[src/rtl/tdm_demux_8ch.sv]
// rtl/tdm_demux_8ch.sv - TDM receive demultiplexer: slot words into a shadow buffer, committed to ch_data per complete frame
module tdm_demux_8ch #(
  parameter int NUM_CH = 8,
  parameter int DATA_W = 1,
  parameter int SEL_W  = $clog2(NUM_CH)
) (
  input  logic                     clk,
  input  logic                     rst_n,
  input  logic                     in_valid,
  input  logic                     in_sync,
  input  logic [DATA_W-1:0]        in_data,
  output logic [NUM_CH*DATA_W-1:0] ch_data,
  output logic                     frame_valid,
  output logic                     locked,
  output logic [SEL_W-1:0]         slot,
  output logic                     sync_err
);

  typedef enum logic {HUNT, LOCKED} state_t;

  localparam int SH_W = (NUM_CH - 1) * DATA_W;
  localparam logic [SEL_W-1:0] LAST_SLOT = SEL_W'(NUM_CH - 1);
  localparam logic [SEL_W-1:0] SLOT_ONE  = SEL_W'(1);

  state_t                     state_q, state_d;
  logic [SEL_W-1:0]           slot_q, slot_d;
  // The last slot never lands in the shadow; it goes straight into the commit.
  logic [SH_W-1:0]            shadow_q, shadow_d;
  logic [NUM_CH*DATA_W-1:0]   ch_data_q, ch_data_d;
  logic                       frame_valid_q, frame_valid_d;
  logic                       sync_err_q, sync_err_d;

  always_ff @(posedge clk or negedge rst_n) begin
    if (!rst_n) begin
      state_q       <= HUNT;
      slot_q        <= '0;
      shadow_q      <= '0;
      ch_data_q     <= '0;
      frame_valid_q <= 1'b0;
      sync_err_q    <= 1'b0;
    end else begin
      state_q       <= state_d;
      slot_q        <= slot_d;
      shadow_q      <= shadow_d;
      ch_data_q     <= ch_data_d;
      frame_valid_q <= frame_valid_d;
      sync_err_q    <= sync_err_d;
    end
  end

  always_comb begin
    state_d       = state_q;
    slot_d        = slot_q;
    shadow_d      = shadow_q;
    ch_data_d     = ch_data_q;
    frame_valid_d = 1'b0;
    sync_err_d    = 1'b0;
    if (in_valid) begin
      unique case (state_q)
        HUNT: begin
          if (in_sync) begin
            shadow_d[DATA_W-1:0] = in_data;
            slot_d               = SLOT_ONE;
            state_d              = LOCKED;
          end
        end
        LOCKED: begin
          if (in_sync) begin
            // An early sync restarts the frame on this word; the partial frame is dropped.
            sync_err_d           = (slot_q != '0);
            shadow_d[DATA_W-1:0] = in_data;
            slot_d               = SLOT_ONE;
          end else if (slot_q == '0) begin
            sync_err_d = 1'b1;
            state_d    = HUNT;
          end else if (slot_q == LAST_SLOT) begin
            ch_data_d     = {in_data, shadow_q};
            frame_valid_d = 1'b1;
            slot_d        = '0;
          end else begin
            shadow_d[int'(slot_q)*DATA_W +: DATA_W] = in_data;
            slot_d = slot_q + 1'b1;
          end
        end
        default: state_d = HUNT;
      endcase
    end
  end

  assign ch_data     = ch_data_q;
  assign frame_valid = frame_valid_q;
  assign sync_err    = sync_err_q;
  assign locked      = (state_q == LOCKED);
  assign slot        = slot_q;

endmodule

[config.mk]
export PLATFORM = sky130hd
export DESIGN_NAME = tdm_demux_8ch
export DESIGN_NICKNAME = d
export VERILOG_FILES = /design/src/rtl/tdm_demux_8ch.sv
export SDC_FILE = /design/constraint.sdc
export NUM_CORES = 1
export LEC_CHECK = 0
export CAP_MARGIN = 25
export CORE_MARGIN = 1.5
export CORE_UTILIZATION = 51
export DETAILED_ROUTE_END_ITERATION = 12
export GPL_TIMING_DRIVEN = 0
export PLACE_DENSITY = 0.77
export SLEW_MARGIN = 20
export SYNTH_ARGS = -nofsm -noshare
export SYNTH_HDL_FRONTEND = slang
export SYNTH_SLANG_ARGS = --single-unit
export TNS_END_PERCENT = 1
[constraint.sdc]
create_clock -name clk -period 2.6 [get_ports clk]
set_clock_uncertainty 0.1 [all_clocks]
set_input_delay 0.52 -clock clk [delete_from_list [all_inputs] [get_ports clk]]
set_output_delay 0.52 -clock clk [all_outputs]
set_load 0.01 [all_outputs]
==> flow_summary.ini <==
[clock_network]
postCtsResizedCells = 0
clkSinkCount = 21
cts_tree = built
cts_setup_buffers = 0
cts.reportedPaths.clkPinSlew_ns = 0.11
postCtsHoldBufs = 0
insertion_delay_ns = 0.30
clock_path_buffers = 2
cts_made_buffers = 3
clock_tree.root_cell = sky130_fd_sc_hd__clkbuf_4
cts-htree-levels = 1

[routing]
vias_per_cell = 5.761
drtPass1Iterations = 4
post-route-drc-count = 0
route.vias.total = 795
post_drt_wl_per_cell_um = 15.09
antenna_nets_post_route = 0
detailedRoute.firstIterationViolations = 21
totalWireLength_um = 2082

[final_layout]
syn_to_final_growth_pct = 22.44
final_cell_mix = sky130_fd_sc_hd__dfrtp_1, sky130_fd_sc_hd__clkdlybuf4s50_1, sky130_fd_sc_hd__mux2_1, sky130_fd_sc_hd__ha_1, sky130_fd_sc_hd__inv_1
layout-drive-gt1-share = 0.1261
final_cell_area_mm2 = 0.001345
layout_commonest_cell = sky130_fd_sc_hd__dfrtp_1
filler_cell_count = 161
antenna-diode-count = 0
finish.net_count = 126

[logic_synthesis]
synth.avg_cell_area_um2 = 12.34
gate_count_of_the_mapped_netlist = 89
ys_dominant_reg_cell = sky130_fd_sc_hd__dfrtp_1
synth_sequential_area_ratio = 0.4784
synth_seq_cells = 21
synth_async_sr_flop_share = 1.000
synth.lib_cells_used.distinct = 29
syn-num-nets = 103
synth_edf_count = 0
synthesis.yosys.warnings = 0
netlist_area_mm2 = 0.001099

[die]
die_x_um = 49.41
fp-row-count = 16
initial_utilization = 0.5488
dieArea_mm2 = 0.002441
placeable_core_region_mm2 = 0.002002
design.portCount = 19
die_y_um = 49.41

[critical_path]
critical-path-max-stage-delay_ns = 0.53
crit_fanout = 12
startpoint_type_of_the_worst_setup_path = flip-flop
critPathCaptureType = flip-flop
worst-endpoint-required_ns = 2.69
regToRegStartpoint = slot[0]
crit_path_top_delay_cell = sky130_fd_sc_hd__dfrtp_2
critPathArrivalTime_ns = 2.47
crit_path_frequent_cell = sky130_fd_sc_hd__ha_1
worstSetupStartpoint = slot[0]
critPathKind = flip-flop to flip-flop
worstPathCellList = inv_1 -> ha_1 -> ha_1 -> inv_1 -> ha_1 -> nand4_2 -> mux2_1

[status]
outcome = finished, final reports clean

[timing]
period_minus_slack_ns = 2.379
finalHoldViolations = 0
final_min_period_over_clock_period = 0.9150
final_max_slew_viol_count = 0
worstMarginPinSlew_ns = 0.4325
worst_slack_ns = 0.2211
rsz0062_at_grt = no
slew-limit-headroom = 0.7099
max_freq_ghz = 0.4204
totalNegativeSetupSlack_ns = 0
setup-violations-final = 0

[global_routing]
grt_antenna_before_repair = 0
grt_first_pass_wirelength_um = 3594
gr-usage-all-layers = 0.1966
grt_remaining_overflow = 0
grt_max_degree = 22
first_global_vias = 800

[pwr]
max-vdd-ir-drop_uv = 617.1
leakage_nw = 0.6302
seq_power_share = 0.419
power_per_cell_area_mw_per_mm2 = 808.5
power.internal_uw = 665.2
power.share.combinational = 0.439
swShare = 0.3884
total_switching_power_uw = 422.4
clock_power_share = 0.143

[placed_design]
buffer_ports.inserted = 17
finalWeightedCongestion = 0.8344
pre_cts_slack_ns = 0.09430
dp_hpwl_um = 1468
placed_cell_area_mm2 = 0.001303

[worst_hold_path]
worst_hold_path_type = input pin to async pin

[run]
drv_cap = 0
[synth_stat cells, types with 2 or more instances]
cell type | n | area share
sky130_fd_sc_hd__inv_1 | 6 | 0.020
sky130_fd_sc_hd__mux2_1 | 14 | 0.14
sky130_fd_sc_hd__nand3b_1 | 2 | 0.014
sky130_fd_sc_hd__nor3_1 | 3 | 0.014
sky130_fd_sc_hd__buf_2 | 2 | 0.0091
sky130_fd_sc_hd__ha_1 | 9 | 0.10
sky130_fd_sc_hd__nor2_1 | 4 | 0.014
sky130_fd_sc_hd__nand2_1 | 4 | 0.014
sky130_fd_sc_hd__nand4b_1 | 2 | 0.016
sky130_fd_sc_hd__and4_1 | 2 | 0.016
sky130_fd_sc_hd__dfrtp_1 | 21 | 0.48
sky130_fd_sc_hd__nor4_1 | 3 | 0.017
[registers in the layout, indices dropped and copies added (netlist names)]
register,count
sync_err,1
slot,3
ch_data,8
locked,1
frame_valid,1
shadow_q,7
[layout make-up]
type / instances / area, µm² / share of cell area
Buffer: 3 / 13.76 / 0.01023
Clock buffer: 4 / 26.28 / 0.01953
Inverter: 6 / 22.52 / 0.01674
Multi-Input combinational cell: 59 / 536.8 / 0.3991
Sequential cell: 21 / 526.8 / 0.3916
Tap cell: 27 / 33.78 / 0.02512
Timing Repair Buffer: 18 / 185.2 / 0.1377
[power groups by stage]
| stage | Clock (mW) | Sequential, mW | Combinational (mW) |
|---|---|---|---|
| after global placement | 0 | 0.453 | 0.451 |
| final | 0.155 | 0.455 | 0.477 |
| after floorplan | 0 | 0.458 | 0.296 |
| after CTS | 0.160 | 0.451 | 0.471 |
| after detailed placement | 0 | 0.457 | 0.468 |
| after global routing | 0.177 | 0.463 | 0.530 |
[worst paths after layout]
kind | depth (start not counted) | end | slack [ns]
max | 7 | ch_data[6] | 0.22
min | 1 | shadow_q[5] | 0.36
max reg2reg | 7 | ch_data[6] | 0.22
min reg2reg | 1 | shadow_q[3] | 0.39
max in group asynchronous | 2 | slot[0] | 1.64
min in group clk | 1 | shadow_q[3] | 0.39
[cells by family after synthesis]
family | Yosys count | share of synthesized area
adders and majority gates | 9 | 0.1025
and+or+nand+nor | 27 | 0.1697
DFF | 21 | 0.4784
AOI/OAI and AO/OA | 7 | 0.04896
buffers and inverters | 9 | 0.03303
muxes | 16 | 0.1674
[per-stage QoR]
step                      hold WS [ns]  total power [mW]  std cells  utilization
after global routing            0.3376             1.170        138       0.6719
after global placement          0.3629            0.9038        133       0.6506
after floorplan                 0.1244            0.7540         89            -
after CTS                       0.3946             1.082        137       0.6638
final                           0.3556             1.088        138       0.6719
after detailed placement        0.3687            0.9248        133       0.6506
[critical path: cells and delay by family (launching register included)]
family | cells | cell delay (ns)
buf+inv | 2 | 0.27
fa+ha+maj | 3 | 0.68
simple gates | 1 | 0.26
flops | 1 | 0.53
mux | 1 | 0.41
[per-layer routing]
metal	vias to the layer above	wire, µm	track usage	part of all wire
li1	371	-	-	-
met1	400	976	0.2465	0.47
met2	20	1006	0.3221	0.48
met3	4	65	0.03374	0.031
met4	0	34	0.1065	0.016
met5	-	0	0	0
Note: power is estimated with default switching activity, not from simulation.
